## config.mk

```make
export PLATFORM = sky130hd
export DESIGN_NAME = lamp_fpu_sqrt_ctrl
export DESIGN_NICKNAME = d
export VERILOG_FILES = /design/src/rtl/lamp_fpu_sqrt_ctrl.sv
export SDC_FILE = /design/constraint.sdc
export NUM_CORES = 1
export LEC_CHECK = 0
export CAP_MARGIN = 20
export CORE_ASPECT_RATIO = 1.75
export CORE_UTILIZATION = 56
export CTS_BUF_LIST = sky130_fd_sc_hd__clkbuf_4
export DETAILED_ROUTE_END_ITERATION = 8
export GPL_TIMING_DRIVEN = 0
export PLACE_DENSITY = 0.9
export SLEW_MARGIN = 30
export SYNTH_ARGS = -nofsm -noshare
export SYNTH_HDL_FRONTEND = slang
export SYNTH_SLANG_ARGS = --single-unit
```

## constraint.sdc

```tcl
create_clock -name clk -period 3.4 [get_ports clk]
set_input_delay 0.34 -clock clk [delete_from_list [all_inputs] [get_ports clk]]
set_output_delay 0.34 -clock clk [all_outputs]
set_load 0.01 [all_outputs]
```

## src/rtl/lamp_fpu_sqrt_ctrl.sv

```systemverilog
// lamp_fpu_sqrt_ctrl
// Initiator-side controller for the iterative fraction sqrt / inverse-sqrt
// core. A bfloat16 operand is unpacked and special operands are answered
// locally. Otherwise a 9-bit fraction is handed to the core with a one-cycle
// request. The Q2.16 answer is normalised, rounded to nearest-even and
// repacked as bfloat16 with sign 0.

module lamp_fpu_sqrt_ctrl #(
    parameter int LAMP_FLOAT_E_DW = 8,
    parameter int LAMP_FLOAT_F_DW = 7,
    parameter int LAMP_FLOAT_BIAS = 127
) (
    input  logic        clk,
    input  logic        rst,
    input  logic        start_i,
    input  logic        inv_i,
    input  logic [15:0] op_i,
    output logic        busy_o,
    output logic        doSqrt_o,
    output logic        doInvSqrt_o,
    output logic [8:0]  f_o,
    input  logic [17:0] result_i,
    input  logic        valid_i,
    output logic [15:0] result_o,
    output logic        valid_o,
    output logic        invalid_o,
    output logic        divzero_o
);

    localparam int DW = 1 + LAMP_FLOAT_E_DW + LAMP_FLOAT_F_DW;

    localparam logic [1:0] ST_IDLE  = 2'd0;
    localparam logic [1:0] ST_CHECK = 2'd1;
    localparam logic [1:0] ST_WAIT  = 2'd2;
    localparam logic [1:0] ST_RND   = 2'd3;

    localparam logic [8:0]  BIAS9   = 9'(LAMP_FLOAT_BIAS);
    localparam logic [7:0]  BIAS8   = 8'(LAMP_FLOAT_BIAS);
    localparam logic [15:0] QNAN    = 16'h7FC0;
    localparam logic [14:0] INF_MAG = 15'h7F80;

    // Normalise a Q2.16 core result, round to nearest-even and pack a
    // positive bfloat16. exp_in is the biased exponent before normalisation.
    // Only the 16 bits that survive the shift are kept; bit 0 is lost on the
    // defensive right shift.
    function automatic logic [15:0] norm_round(input logic [17:0] r,
                                               input logic [7:0]  exp_in);
        logic [15:0] n;
        logic [7:0]  e;
        logic [6:0]  mant;
        logic        rnd_up;
        if (r[17]) begin
            n = r[16:1];
            e = exp_in + 8'd1;
        end else if (r[16]) begin
            n = r[15:0];
            e = exp_in;
        end else if (r[15]) begin
            n = {r[14:0], 1'b0};
            e = exp_in - 8'd1;
        end else begin
            n = {r[13:0], 2'b00};
            e = exp_in - 8'd2;
        end
        mant   = n[15:9];
        rnd_up = n[8] & ((|n[7:0]) | n[9]);
        if (rnd_up) begin
            if (mant == 7'h7F) begin
                mant = 7'h00;
                e    = e + 8'd1;
            end else begin
                mant = mant + 7'd1;
            end
        end else begin
            mant = n[15:9];
        end
        return {1'b0, e, mant};
    endfunction

    logic [1:0]  state_q,    state_d;
    logic [15:0] op_q,       op_d;
    logic        inv_q,      inv_d;
    logic [17:0] res_q,      res_d;
    logic [7:0]  exp_q,      exp_d;
    logic        busy_q,     busy_d;
    logic        do_sqrt_q,  do_sqrt_d;
    logic        do_inv_q,   do_inv_d;
    logic [8:0]  f_q,        f_d;
    logic [15:0] result_q,   result_d;
    logic        valid_q,    valid_d;
    logic        invalid_q,  invalid_d;
    logic        divzero_q,  divzero_d;

    logic                       op_sign;
    logic [LAMP_FLOAT_E_DW-1:0] op_exp;
    logic [LAMP_FLOAT_F_DW-1:0] op_man;
    logic [8:0]                 unb_exp;
    logic [7:0]                 half_exp;
    logic                       exp_max;
    logic                       exp_zero;
    logic                       man_zero;

    // Operand field extraction and classification of the latched operand
    always_comb begin
        op_sign  = op_q[DW-1];
        op_exp   = op_q[DW-2:LAMP_FLOAT_F_DW];
        op_man   = op_q[LAMP_FLOAT_F_DW-1:0];
        // Unbiased exponent E as a 9-bit two's complement value. Its
        // arithmetic shift right (bits [8:1]) floors E/2, which equals E'/2
        // for both parities, and bit 0 tells whether E is odd.
        unb_exp  = {1'b0, op_exp} - BIAS9;
        half_exp = unb_exp[8:1];
        exp_max  = (op_exp == {LAMP_FLOAT_E_DW{1'b1}});
        exp_zero = (op_exp == {LAMP_FLOAT_E_DW{1'b0}});
        man_zero = (op_man == {LAMP_FLOAT_F_DW{1'b0}});
    end

    // Next-state and registered-output computation for the controller FSM
    always_comb begin
        state_d   = state_q;
        op_d      = op_q;
        inv_d     = inv_q;
        res_d     = res_q;
        exp_d     = exp_q;
        do_sqrt_d = 1'b0;
        do_inv_d  = 1'b0;
        f_d       = f_q;
        result_d  = result_q;
        valid_d   = 1'b0;
        invalid_d = 1'b0;
        divzero_d = 1'b0;

        case (state_q)
            ST_IDLE: begin
                if (start_i) begin
                    op_d    = op_i;
                    inv_d   = inv_i;
                    state_d = ST_CHECK;
                end else begin
                    state_d = ST_IDLE;
                end
            end
            ST_CHECK: begin
                if (exp_max && !man_zero) begin
                    // NaN in, quiet NaN out, no flag
                    result_d = QNAN;
                    valid_d  = 1'b1;
                    state_d  = ST_IDLE;
                end else if (op_sign && !exp_zero) begin
                    // Negative nonzero, including -inf (denormals count as 0)
                    result_d  = QNAN;
                    invalid_d = 1'b1;
                    valid_d   = 1'b1;
                    state_d   = ST_IDLE;
                end else if (exp_zero) begin
                    // Zero or flushed denormal keeps its sign
                    if (inv_q) begin
                        result_d  = {op_sign, INF_MAG};
                        divzero_d = 1'b1;
                    end else begin
                        result_d  = {op_sign, 15'h0000};
                    end
                    valid_d = 1'b1;
                    state_d = ST_IDLE;
                end else if (exp_max) begin
                    // Only +inf reaches here
                    if (inv_q) begin
                        result_d = 16'h0000;
                    end else begin
                        result_d = {1'b0, INF_MAG};
                    end
                    valid_d = 1'b1;
                    state_d = ST_IDLE;
                end else begin
                    // Even E: 1.m ; odd E: 2*1.m so that E' stays even
                    if (unb_exp[0]) begin
                        f_d = {1'b1, op_man, 1'b0};
                    end else begin
                        f_d = {2'b01, op_man};
                    end
                    if (inv_q) begin
                        exp_d    = BIAS8 - half_exp;
                        do_inv_d = 1'b1;
                    end else begin
                        exp_d     = BIAS8 + half_exp;
                        do_sqrt_d = 1'b1;
                    end
                    state_d = ST_WAIT;
                end
            end
            ST_WAIT: begin
                if (valid_i) begin
                    res_d   = result_i;
                    state_d = ST_RND;
                end else begin
                    state_d = ST_WAIT;
                end
            end
            ST_RND: begin
                result_d = norm_round(res_q, exp_q);
                valid_d  = 1'b1;
                state_d  = ST_IDLE;
            end
            default: begin
                state_d = ST_IDLE;
            end
        endcase

        busy_d = (state_d != ST_IDLE);
    end

    // State and output registers, cleared by the synchronous reset
    always_ff @(posedge clk) begin
        if (rst) begin
            state_q   <= ST_IDLE;
            op_q      <= 16'h0000;
            inv_q     <= 1'b0;
            res_q     <= 18'h00000;
            exp_q     <= 8'h00;
            busy_q    <= 1'b0;
            do_sqrt_q <= 1'b0;
            do_inv_q  <= 1'b0;
            f_q       <= 9'h000;
            result_q  <= 16'h0000;
            valid_q   <= 1'b0;
            invalid_q <= 1'b0;
            divzero_q <= 1'b0;
        end else begin
            state_q   <= state_d;
            op_q      <= op_d;
            inv_q     <= inv_d;
            res_q     <= res_d;
            exp_q     <= exp_d;
            busy_q    <= busy_d;
            do_sqrt_q <= do_sqrt_d;
            do_inv_q  <= do_inv_d;
            f_q       <= f_d;
            result_q  <= result_d;
            valid_q   <= valid_d;
            invalid_q <= invalid_d;
            divzero_q <= divzero_d;
        end
    end

    assign busy_o      = busy_q;
    assign doSqrt_o    = do_sqrt_q;
    assign doInvSqrt_o = do_inv_q;
    assign f_o         = f_q;
    assign result_o    = result_q;
    assign valid_o     = valid_q;
    assign invalid_o   = invalid_q;
    assign divzero_o   = divzero_q;

endmodule

```

### After elaboration in Yosys (flattened, before gate mapping)

Index checks and enable logic that the tools add are counted.

| operators by class | value |
|---|---|
| reduce and logical (&&, ||, !) cells | 17 |
| mux-type cells | 36 |
| bitwise operators | 7 |
| equality and inequality tests | 6 |
| add/subtract/negate cells | 8 |

Operators by type and width:

| cell | count |
|---|---|
| $mux 16 | 8 |
| $mux 8 | 7 |
| $pmux 16 s2 | 1 |
| $mux 15 | 2 |
| $add 8x1->8 const B | 2 |
| $mux 7 | 2 |
| $mux 1 | 9 |
| $mux 9 | 1 |
| $sub 8x7->9 const B | 1 |
| $add 7x8->8 const A | 1 |
| $eq 8x8->1 const B | 1 |
| $logic_not 8->1 | 1 |
| $mux 2 | 4 |
| $pmux 2 s4 | 1 |
| $reduce_or 8->1 | 1 |
| $sub 7x8->8 const A | 1 |
| $sub 8x1->8 const B | 1 |
| $sub 8x2->8 const B | 1 |
| $add 7x1->7 const B | 1 |
| $eq 7x7->1 const B | 1 |
| $logic_not 7->1 | 1 |
| $reduce_and 2->1 | 3 |
| $reduce_or 6->1 | 1 |
| $ne 5x5->1 const B | 1 |
| other kinds (13) | 21 |

| storage, ports and cells | value |
|---|---|
| input port bits | 39 |
| logic and storage cells | 87 |
| register bits after elaboration | 76 |
| output and inout port bits | 31 |

### Logic depth before layout (Yosys ltp)

| logic depth | value |
|---|---|
| depth after elaboration | 9 |
| mapped depth | 12 |
| mapped depth without buffers | 11 |

### Least setup slack after synthesis

No wires, ideal clock.

| timing path | value |
|---|---|
| path kind | register to register |
| start | register op_q[7] |
| end | register exp_q[3] |
| clock period less this slack | 2.450 ns |
| required time | 3.258 ns |
| slack | 0.950 ns |
| cell stages (with the launch flop) | 10 |
| library setup time | 0.142 ns |
| arrival | 2.308 ns |
| buffers on the path | 3 |
| cell sequence | dfxtp_1 clkbuf_1 clkbuf_1 inv_1 ha_1 nor4b_2 a211o_1 nor3_2 clkbuf_1 a311oi_1 |

| on the way | value |
|---|---|
| word-level cells in the longest chain between the ends | 5 |
| elaborated cells between the ends (all ways) | 14 |
| those cells by class | add/sub (3); eq/ne (1); mux (1); bitwise (4); reduce/logical (5) |

RTL lines:

| item | line | source |
|---|---|---|
| start, declared | 81 | `logic [15:0] op_q, op_d;` |
| start signal, assigned | 230 | `op_q <= op_d;` |
| parallel branches: the longest is 5 deep, another holds $sub 8x7->9 | -- |  |
| end signal, assigned | 233 | `exp_q <= exp_d;` |
| end, declared | 84 | `logic [7:0] exp_q, exp_d;` |

Several ways; the timed one is not identified.
A chain may end at the register's enable or synchronous reset.

### Worst setup path in the final report

Same ends and word-level chain as after synthesis.

==> results.txt <==
Worst setup path category -> reg2reg
Grt total ovfl -> 0
Kind of cell adding the most delay to the critical path -> buffers and inverters
Int Pwr -> 1.46 mW
Post-synthesis cell count -> 547
Dpl cell area -> 0.00529 mm2
Dominant cell type by area after synthesis -> dfxtp_1
Post-route cell area -> 0.00544 mm2
Net count, final -> 676
Share of cells above drive strength 1 -> 0.0949
Largest net degree at the start of global routing -> 17
Mean post-synth cell area -> 8.20 um2
Sequential power share -> 0.450
Vias in the first global route -> 4244
Clock Path Buffers -> 2
Routability cong. -> 0.925
H-tree depth -> 3
Critical-path maximum fanout -> 10
Total power -> 2.23 mW
CP bufs+invs -> 4
Final WL -> 11800 um
WL/cell -> 16.4 um
Clock network power share -> 0.284
Unrepaired setup endpoints after global routing -> false
Hold-fix buffers, CTS -> 0
Switching pwr -> 771 uW
Row cnt -> 42
Post-Syn Nets -> 596
Final period util -> 0.885
Ant. Diodes -> 0
Clock root buffer -> clkbuf_4
Status -> finished, final reports clean
Drt first-iter violations -> 306
Max-slew headroom -> 0.501
Actual slew at the worst max-slew pin -> 0.741 ns
Filler cell count -> 617
Worst-path clk slew -> 0.15 ns
Path type of the worst min-delay path -> in2reg
Pleak -> 1.91 nW
Worst R2R Setup Slack -> 0.39 ns
Reg-to-reg endpoint -> exp_q[3]$_SDFFE_PP0P_
Drc violations -> 0
Post-synth top area share -> 0.339
Worst Hold Path EP -> op_q[0]$_SDFFE_PP0P_
Die Span Y -> 120 um
Max Fclk -> 332 MHz
CTS tree -> done
Asr flop ratio synth -> 0
Top_reg_cell synth -> dfxtp_1
Max stage delay on crit path -> 0.47 ns
Main area contributors after synthesis -> dfxtp_1 (34%), nand2_1 (8.5%), a21oi_1 (6.4%), nor2_1 (3.4%), mux2i_1 (3.1%)
Port-buffer cells -> 69
FF-to-FF Start -> op_q[7]$_SDFFE_PP0P_
Final period demand of the worst path -> 3.01 ns
Final ANT Viol Nets -> 0
R2R depth -> 9
Core ar. -> 0.00767 mm2
Final setup violation count -> 0
Hold Path Depth -> 3
Mapped Area -> 0.00449 mm2
Hold Startpoint -> op_i[0]
Most frequent cells in the layout -> nand2_1 (102), dfxtp_1 (76), clkdlybuf4s50_1 (69)
Antenna violations before repair -> 0
Die X -> 69.7 um
Register area share after synthesis -> 0.339
Max Slew Vio Count -> 0
Sw frac -> 0.346
Yosys warns -> 0
Total clock sinks -> 76
Crit end category -> flip-flop
Critical path startpoint category -> flip-flop
DP Wirelength -> 9060 um
Most common cell after layout, fill and taps aside -> nand2_1
DR vias -> 4387
Post-synth EDFFs -> 0
Io pins -> 70
Final hold vios -> 0
Via density -> 6.09
Max Clock Skew -> 0.0152 ns
GRT Total Usage -> 0.296
Setup_tns -> 0 ns
Yosys cell types -> 76
PD cells -> 409 mW/mm2
Initial Util -> 0.585
First-pass GRT wire length -> 19600 um
Yosys reg bits -> 76
Clock buffer count from CTS -> 9
Slowest cell on crit path -> clkbuf_1
DR pass1 iterations -> 6
CP Data Arrival Time -> 3.34 ns
Layout area overhead -> 21.3%
DIE AREA -> 0.00839 mm2
CP Cell Sequence -> clkbuf_1 -> clkbuf_2 -> inv_1 -> ha_1 -> nor4b_2 -> a211o_1 -> nor3_2 -> clkbuf_1 -> a311oi_1
Worst-skew pair later-pin latency -> 0.48 ns
Comb pwr share -> 0.267
CP most frequent cell -> clkbuf_1
Max-cap violations -> 0
VDD IR max -> 0.417 mV
Critical Path RT -> 3.73 ns
worst max path at each step:
stage | from | end | slack [ns] | cells past startpoint
global placement | op_q[7]$_SDFFE_PP0P_ | exp_q[3]$_SDFFE_PP0P_ | 0.31 | 9
finish | op_q[7]$_SDFFE_PP0P_ | exp_q[3]$_SDFFE_PP0P_ | 0.39 | 9
CTS | op_q[7]$_SDFFE_PP0P_ | exp_q[3]$_SDFFE_PP0P_ | 0.24 | 9
global route | op_q[7]$_SDFFE_PP0P_ | exp_q[3]$_SDFFE_PP0P_ | 0.20 | 9
floorplan | op_q[7]$_SDFFE_PP0P_ | exp_q[3]$_SDFFE_PP0P_ | 0.95 | 9
detailed placement | op_q[7]$_SDFFE_PP0P_ | exp_q[3]$_SDFFE_PP0P_ | 0.25 | 9
timing repair:
item	in CTS	in global routing
buffers inserted	0	0
endpoints found under the setup margin	0	1
resized for setup	0	2
hold endpoints to repair	0	0
layout make-up:
class | instances | area, um2 | share of cell area
inverter | 13 | 48.8 | 0.00896
clock inverter | 7 | 87.6 | 0.0161
buffer | 37 | 224 | 0.0411
sequential | 76 | 1520 | 0.279
clock buffer | 9 | 67.6 | 0.0124
timing repair buffer | 69 | 691 | 0.127
tap | 88 | 110 | 0.0202
multi-input combinational | 421 | 2690 | 0.495
worst reg2reg max path, cell delays in order (launching register included):
cell and delay [ns]:
dfxtp_1 0.35, clkbuf_1 0.32, clkbuf_2 0.35, inv_1 0.09
ha_1 0.19, nor4b_2 0.19, a211o_1 0.31, nor3_2 0.43
clkbuf_1 0.47, a311oi_1 0.18
flip-flops by register name (all words and copies together), names as in the netlist:
name and cells:
res_q 18, op_q 16, result_o 16, f_o 9
exp_q 8, state_q 2, busy_o 1, divzero_o 1
doInvSqrt_o 1, doSqrt_o 1, inv_q 1, invalid_o 1
valid_o 1
power groups by stage:
stage / clock (mW) / combinational [mW] / sequential (mW)
2_1_floorplan: 0 / 0.387 / 1.02
3_3_place_gp: 0 / 0.572 / 1.02
3_5_place_dp: 0 / 0.586 / 1.02
4_1_cts: 0.633 / 0.589 / 0.999
5_1_grt: 0.677 / 0.654 / 1.01
6_report: 0.632 / 0.594 / 1.00
cell usage after synthesis, types with 6 or more instances:
cell / instances
inv_1: 12
ha_1: 10
nor2_1: 41
and3_1: 9
a21oi_1: 57
xor2_1: 9
xnor2_1: 12
dfxtp_1: 76
clkbuf_1: 24
a211oi_1: 15
buf_6: 6
o21ai_0: 8
mux2i_1: 14
nand2_1: 102
nand3_1: 14
o211ai_1: 10
nand4_1: 9
nor3_1: 10
per-stage QoR:
stage | hold WS (ns) | utilization | cells | worst slack [ns]
after floorplan | 0.436 | - | 547 | 0.950
after global placement | 0.438 | 0.689 | 704 | 0.314
after detailed placement | 0.446 | 0.689 | 704 | 0.246
after CTS | 0.383 | 0.709 | 720 | 0.241
after global routing | 0.384 | 0.710 | 720 | 0.197
final | 0.387 | 0.710 | 720 | 0.390
routing by layer:
layer / up-vias / share of wire / GRT usage
met4: 0 / 0.044 / 0.164
met3: 42 / 0.053 / 0.0625
met5: - / 0 / 0
met2: 158 / 0.54 / 0.554
li1: 2147 / - / -
met1: 2040 / 0.36 / 0.300
cells by family after synthesis:
family,Yosys count,synth area share
adder cells (fa/ha/maj),10,0.0279
XOR/XNOR,21,0.0410
AO/OA/AOI/OAI,145,0.236
AND/OR/NAND/NOR,231,0.265
multiplexers,14,0.0312
buffers and inverters,50,0.0605
flip-flops,76,0.339
No activity file was read; power rests on OpenSTA's default activity.
